**src/rtl/ram_pattern_seq.sv**
```systemverilog
// ram_pattern_seq
//   Fills an inferred single-port RAM with a seed-derived pattern on start,
//   then reads it back cyclically, one word every RD_DIV clocks. A key pulse
//   toggles pause/resume of the readback.
// Ports:
//   sys_clk, rst       clock, asynchronous active-high reset
//   start              latch pattern/seed and (re)start the fill
//   key_flag           pause/resume toggle while reading
//   pattern, seed      fill pattern select and seed, sampled with start
//   q, q_valid         last word read and its one-cycle update strobe
//   rd_addr            address of the word on q
//   busy, fill_done    fill in progress / last fill write this cycle
//   state              0 IDLE, 1 FILL, 2 READ, 3 PAUSE
module ram_pattern_seq #(
  parameter int DATA_W = 8,
  parameter int ADDR_W = 8,
  parameter int DEPTH  = 256,
  parameter int RD_DIV = 50_000_000
) (
  input  logic              sys_clk,
  input  logic              rst,
  input  logic              start,
  input  logic              key_flag,
  input  logic [1:0]        pattern,
  input  logic [DATA_W-1:0] seed,
  output logic [DATA_W-1:0] q,
  output logic              q_valid,
  output logic [ADDR_W-1:0] rd_addr,
  output logic              busy,
  output logic              fill_done,
  output logic [1:0]        state
);

  localparam int DIV_W = (RD_DIV > 1) ? $clog2(RD_DIV) : 1;
  localparam logic [ADDR_W-1:0] LAST_ADDR = ADDR_W'(DEPTH - 1);
  localparam logic [DIV_W-1:0]  DIV_LAST  = DIV_W'(RD_DIV - 1);

  typedef enum logic [1:0] {
    S_IDLE  = 2'd0,
    S_FILL  = 2'd1,
    S_READ  = 2'd2,
    S_PAUSE = 2'd3
  } state_t;

  state_t            state_q, state_d;
  logic [ADDR_W-1:0] addr_q, addr_d;
  logic [DIV_W-1:0]  div_q, div_d;
  logic [1:0]        pat_q, pat_d;
  logic [DATA_W-1:0] seed_q, seed_d;
  logic [DATA_W-1:0] q_q;
  logic              q_valid_q;
  logic [ADDR_W-1:0] rd_addr_q;

  logic              we, re;
  logic [DATA_W-1:0] wdata, addr_ext;
  logic [ADDR_W-1:0] addr_inc;

  logic [DATA_W-1:0] mem [DEPTH];

  always_comb begin
    state_d  = state_q;
    addr_d   = addr_q;
    div_d    = div_q;
    pat_d    = pat_q;
    seed_d   = seed_q;
    we       = 1'b0;
    re       = 1'b0;
    addr_ext = DATA_W'(addr_q);
    addr_inc = (addr_q == LAST_ADDR) ? '0 : addr_q + 1'b1;

    case (pat_q)
      2'd0:    wdata = addr_ext + seed_q;
      2'd1:    wdata = seed_q - addr_ext;
      2'd2:    wdata = seed_q;
      default: wdata = addr_ext ^ seed_q;
    endcase

    // start outranks key_flag everywhere except during the fill itself
    if (start && state_q != S_FILL) begin
      state_d = S_FILL;
      addr_d  = '0;
      pat_d   = pattern;
      seed_d  = seed;
    end else begin
      case (state_q)
        S_FILL: begin
          we = 1'b1;
          if (addr_q == LAST_ADDR) begin
            state_d = S_READ;
            addr_d  = '0;
            div_d   = '0;
          end else begin
            addr_d = addr_q + 1'b1;
          end
        end
        S_READ: begin
          // divider keeps counting in the cycle that pauses, so a resume
          // lands back on the same phase it left
          re    = (div_q == '0);
          div_d = (div_q == DIV_LAST) ? '0 : div_q + 1'b1;
          if (re) addr_d = addr_inc;
          if (key_flag) state_d = S_PAUSE;
        end
        S_PAUSE: begin
          if (key_flag) state_d = S_READ;
        end
        default: ;
      endcase
    end
  end

  always_ff @(posedge sys_clk or posedge rst) begin
    if (rst) begin
      state_q   <= S_IDLE;
      addr_q    <= '0;
      div_q     <= '0;
      pat_q     <= '0;
      seed_q    <= '0;
      q_q       <= '0;
      q_valid_q <= 1'b0;
      rd_addr_q <= '0;
    end else begin
      state_q   <= state_d;
      addr_q    <= addr_d;
      div_q     <= div_d;
      pat_q     <= pat_d;
      seed_q    <= seed_d;
      q_valid_q <= re;
      if (re) begin
        q_q       <= mem[addr_q];
        rd_addr_q <= addr_q;
      end
    end
  end

  // RAM array is deliberately outside the reset domain
  always_ff @(posedge sys_clk) begin
    if (we) mem[addr_q] <= wdata;
  end

  assign q         = q_q;
  assign q_valid   = q_valid_q;
  assign rd_addr   = rd_addr_q;
  assign busy      = (state_q == S_FILL);
  assign fill_done = (state_q == S_FILL) && (addr_q == LAST_ADDR);
  assign state     = state_q;

endmodule

```
**config.mk**
```make
export PLATFORM = sky130hd
export DESIGN_NAME = ram_pattern_seq
export DESIGN_NICKNAME = d
export VERILOG_FILES = /design/src/rtl/ram_pattern_seq.sv
export SDC_FILE = /design/constraint.sdc
export NUM_CORES = 2
export LEC_CHECK = 0
export ABC_CLOCK_PERIOD_IN_PS = 27700
export BUFFER_PORTS_ARGS = -buffer_cell sky130_fd_sc_hd__buf_2
export CORE_MARGIN = 8
export CORE_UTILIZATION = 65
export CTS_CLUSTER_SIZE = 30
export DETAILED_ROUTE_END_ITERATION = 6
export PLACE_DENSITY = 0.81
export SLEW_MARGIN = 20
export SYNTH_ARGS = -nofsm -noshare
export SYNTH_HDL_FRONTEND = slang
export SYNTH_SLANG_ARGS = --single-unit
```
**constraint.sdc**
```tcl
create_clock -name sys_clk -period 27.7 [get_ports sys_clk]
set_clock_uncertainty 0.05 [all_clocks]
set_input_delay 4.155 -clock sys_clk [delete_from_list [all_inputs] [get_ports sys_clk]]
set_output_delay 4.155 -clock sys_clk [all_outputs]
set_load 0.05 [all_outputs]
```
==> Yosys cells after proc, flatten, opt, wreduce, memory -nomap -nowiden <==
Memory sizes are Yosys's and may differ from the RTL's. A register that Yosys moved wholly into a read port is not among the register bits.
Index checks and enable logic that the tools add are counted.
{ "classes": {"add_sub_neg": 4, "n_mul": 0, "div": 0, "order_cmp": 0, "n_eq_ne": 13, "shifts": 0, "n_mux": 19, "n_bitwise": 2, "reduce_logical": 10} }
{ "ops": {"columns": ["op", "count"], "rows": [
  ["two-way mux 26 bit", 2],
  ["case mux 26 bit (2 select lines)", 1],
  ["adder 26 x 1 -> 26 bit, second input constant", 1],
  ["== test 26 bit, second input constant", 1],
  ["logical NOT 26 bit", 1],
  ["two-way mux 8 bit", 3],
  ["case mux 8 bit (3 select lines)", 1],
  ["case mux 8 bit (2 select lines)", 1],
  ["inequality test 3 bit, second input constant", 3],
  ["adder 8 x 1 -> 8 bit, second input constant", 1],
  ["adder 8 bit", 1],
  ["== test 8 bit, second input constant", 1],
  ["two-way mux 2 bit", 4],
  ["subtractor 8 bit", 1],
  ["bitwise XOR 8 bit", 1],
  ["== test 2 bit, second input constant", 3],
  ["two-way mux 1 bit", 6],
  ["case mux 2 bit (3 select lines)", 1],
  ["== test 2 x 1 -> 1 bit, second input constant", 2],
  ["inequality test 2 x 1 -> 1 bit, second input constant", 2],
  ["AND reduction 4 bit", 1],
  ["nonzero test 4 bit", 1],
  ["inequality test 3 x 1 -> 1 bit, second input constant", 1],
  ["AND reduction 3 bit", 1],
  ["6 further kinds", 7]
]} }
{ "totals": {"regBits": 55, "latch_bits": 0, "ram_bits": 2048, "rom_bits": 0, "input_bits": 14, "output_inout_bits": 21, "elab_cells": 56, "mem_count": 1} }
{ "mem_list": {"columns": ["name", "words", "width", "read_ports", "rd_clocked_by_memory_dff", "wr", "line", "rtl"], "rows": [
  ["mem", 256, 8, 1, 1, 1, "58", "logic [DATA_W-1:0] mem [DEPTH];"]
]} }

==> Depth between registers and ports, before layout <==
{ "depth": {"depth_word": 5, "depth_mapped": 17, "mapped_depth_nobuf": 12} }

==> Worst setup path after synthesis <==
OpenSTA, ideal clock, no wires.
{ "synth_path": {"kind": "reg2reg", "startpoint": "reg addr_q[0] (netlist: addr_ext[0])", "endpoint": "mem mem[0][5], data pin", "setup_ps": 2187, "arrival_ps": 12988, "slack_ps": 12475, "path_stages_with_launch": 17, "cell_sequence": "dfrtp_1 -> buf_6 -> buf_12 -> buf_8 -> buf_6 -> inv_2 -> buf_1 -> ha_1 -> mux2_2 -> inv_1 -> ha_1 -> nor2b_1 -> o21ai_0 -> nand2b_1 -> a311oi_1 -> xor2_1 -> o21ai_0"} }
{ "synth_via": {"elab_chain_len": 2} }
{ "synth_lines": {"columns": ["item", "line", "rtl"], "rows": [
  ["from (decl)", "46", "logic [ADDR_W-1:0] addr_q, addr_d;"],
  ["from (signal assigned)", "124", "addr_q <= addr_d;"],
  ["subtractor 8 bit or adder 8 bit (tied branches)", "73, 72", null],
  ["case mux 8 bit (3 select lines) (*)", "71", "case (pat_q)"],
  ["via wdata[5]", "55", "logic [DATA_W-1:0] wdata, addr_ext;"],
  ["to (decl)", "58", null]
]} }
The timed path passes the listed nets; every way through them passes the cells marked *.

==> Worst setup path in the final report <==
{ "layout_path": {"startpoint": "reg addr_q[3] (netlist: addr_ext[3])", "endpoint": "out fill_done"} }
{ "layout_via": {"elab_chain_len": 2} }
{ "layout_lines": {"columns": ["item", "line", "rtl"], "rows": [
  ["== test 8 bit", "145", "assign fill_done = (state_q == S_FILL) && (addr_q == LAST_ADDR);"],
  ["logical AND 1 bit", "145", null],
  ["to (decl)", "30", "output logic fill_done,"]
]} }
Every way passes these cells.

==> impl_metrics.json <==
{
  "yosys_warnings": 0,
  "reg2reg_from": "addr_ext[0]",
  "drc": 1,
  "syn_area_sq_mm": 0.0829,
  "crit_path_max_incr_delay_ns": 0.90,
  "first_iter_violations": 6648,
  "wl_um": 210000,
  "first_pass_iters": 7,
  "arrival_ns": 3.65,
  "hold_end": "rd_addr[1]",
  "max_freq_ghz": 0.127,
  "nNetsFinal": 4241,
  "final-max-slew-violation-count": 0,
  "grt_pass1_wl_um": 302000,
  "dieHeight_um": 373,
  "cp_slowest_cell": "dfrtp_4",
  "final_common_cell": "edfxtp_1",
  "start_util": 0.652,
  "globalRouteMet1Util": 0.393,
  "clkPwrFrac": 0.227,
  "relSlewSlack": 0.176,
  "swShare": 0.343,
  "power_density_mw_per_mm2": 128,
  "clk_path_buf_depth": 3,
  "grt_usage": 0.297,
  "ys_ff_latch": 2111,
  "synth_top_cell_by_area": "edfxtp_1",
  "post-dp-hpwl_um": 114000,
  "post_cts_buffers": 0,
  "top_usage_layer": "met2",
  "crit_required_ns": 23.50,
  "ctsHoldBuffers": 0,
  "synth_cells": 4151,
  "cts_resized": 0,
  "fin_crit_ns": 7.85,
  "leakage_nw": 28.2,
  "clk_pin_slew_ns": 0.07,
  "internal_power_mw": 7.65,
  "hold_start": "rd_addr[1]",
  "synth.avg_cell_area_sq_um": 20.0,
  "worst-r2r-cell-count": 11,
  "root_buffer": "clkbuf_16",
  "setup_tns_ns": 0,
  "rsz0062_at_grt": "false",
  "synthesis.nets": 4183,
  "routabilityCongestion": 0.857,
  "hold_viol_final": 0,
  "violations": "DRC",
  "port-buffer-count": 34,
  "vias": 43600,
  "synthFlopType": "edfxtp_1",
  "cp_max_fo": 56,
  "hold_path.class": "reg2reg",
  "synth_cell_types": 73,
  "path_cells": "and2_2 -> buf_4 -> nand4_1 -> inv_1 -> buf_2",
  "die_x_um": 373,
  "die_area_sq_mm": 0.139,
  "grt_max_degree": 257,
  "met2_usage": 0.465,
  "setup_viol": 0,
  "core_area_sq_mm": 0.127,
  "synth_top_area_share": 0.742,
  "met3_usage": 0.0888,
  "comb_power_share": 0.316,
  "fin_crit_sh": 0.284,
  "drv_cap": 0,
  "endpoint_kind": "primary output",
  "io_pins": 35,
  "clkLatencyLatePin_ns": 0.84,
  "numClockSinks": 2111,
  "grt_remaining_overflow": 0,
  "final_cell_mix": "2048 x edfxtp_1, 435 x mux4_2, 311 x nor2_1, 196 x clkbuf_16, 166 x mux2i_1",
  "pwr-share-seq": 0.457,
  "drt-vias-per-instance": 7.21,
  "ys_seq_area_frac": 0.761,
  "status": "complete, but fails checks",
  "grt_pass1_vias": 43700,
  "synth_edf_count": 2048,
  "peakVddDrop_mv": 0.239,
  "ff2ff_setup_slack_ns": 21.15,
  "switching_power_mw": 4.00,
  "numCtsBuffers": 194,
  "startpoint_type": "flop",
  "path_class": "reg2out",
  "synthTopCellsByArea": "edfxtp_1 74%, mux4_2 12%, mux2i_1 2.0%",
  "h-tree-depth": 4,
  "worstMarginPinSlew_ns": 1.23,
  "cts_tree": "built",
  "drive_above_1_share": 0.208,
  "grt_antenna_before_repair": 7,
  "area_growth_pct": 9.89,
  "ant_nets": 0,
  "hold_depth": 1,
  "finalPower_mw": 11.7,
  "rows": 131,
  "async_flop_share": 0.0298,
  "timing.rr.end": "q[5]",
  "avgRoutedWirePerCell_um": 34.7
}
routing by layer:
| metal | vias up | routed length (um) |
|---|---|---|
| met2 | 3553 | 99400 |
| li1 | 17200 | - |
| met3 | 655 | 28000 |
| met4 | 4 | 10700 |
| met5 | - | 27 |
| met1 | 22200 | 71900 |
power groups by stage:
stage	Combinational, mW	Clock [mW]	Sequential (mW)
floorplan	2.08	0	6.38
global placement	3.33	0	5.40
detailed placement	3.50	0	5.41
CTS	3.54	2.64	5.34
global route	3.81	2.76	5.33
finish	3.68	2.64	5.33
worst max-delay path by stage:
stage,from,end,slack (ns),depth (start not counted)
floorplan,addr_ext[0],mem[0][5],12.48,16
global placement,addr_ext[3],fill_done,20.86,5
detailed placement,addr_ext[3],fill_done,20.76,5
CTS,addr_ext[3],fill_done,19.85,5
global route,addr_ext[3],fill_done,19.80,5
finish,addr_ext[3],fill_done,19.85,5
Yosys cell counts, types with 27 or more instances:
cell type	count
a21oi_1	60
a221oi_1	36
a22o_1	30
a22oi_1	87
buf_2	82
clkbuf_1	95
dfrtp_1	63
edfxtp_1	2048
mux2_2	36
mux2i_1	167
mux4_2	435
nand2_1	142
nand3_1	62
nor2_1	316
nor2b_1	27
o21ai_0	52
o22ai_1	59
worst max-delay path: cells and delay by family (launching register included):
family	cells	cell delay [ns]
buf+inv	3	1.20
simple gates	2	0.70
flops	1	0.90
kinds of logic after synthesis:
family | share of synthesized area
simple gates | 0.0349
flops | 0.761
compound gates | 0.0349
xor+xnor | 0.00402
buf+inv | 0.0169
fa+ha+maj | 0.00281
mux | 0.145
through the flow:
step / worst slack, ns / cells / hold WS, ns / util / cell area, sq um
after detailed placement: 20.76 / 5671 / 0.441 / 0.667 / 84700
final: 19.85 / 6045 / 0.455 / 0.717 / 91100
after global routing: 19.80 / 6036 / 0.469 / 0.717 / 91100
after CTS: 19.85 / 6032 / 0.454 / 0.716 / 90900
after global placement: 20.86 / 5671 / 0.438 / 0.666 / 84700
after floorplan: 12.48 / 4151 / 0.417 / - / 82900
state kept, by name (all words and copies together) (netlist names):
signal and cells:
q 8, mem 2048, seed_q 8, rd_addr 8, pat_q 2, addr_ext 8, q_valid 1, div_q 26
state 2
layout make-up:
class / count / area [sq um]
inverters: 26 / 98.8
clock inverters: 111 / 1040
flip-flops and latches: 2111 / 63100
well taps: 1662 / 2080
multi-input cells: 1768 / 18700
fillers: 6823 / 35900
clock buffers: 250 / 5190
diodes: 9 / 22.5
repair buffers: 108 / 897
Note: power is estimated with default switching activity, not from simulation.
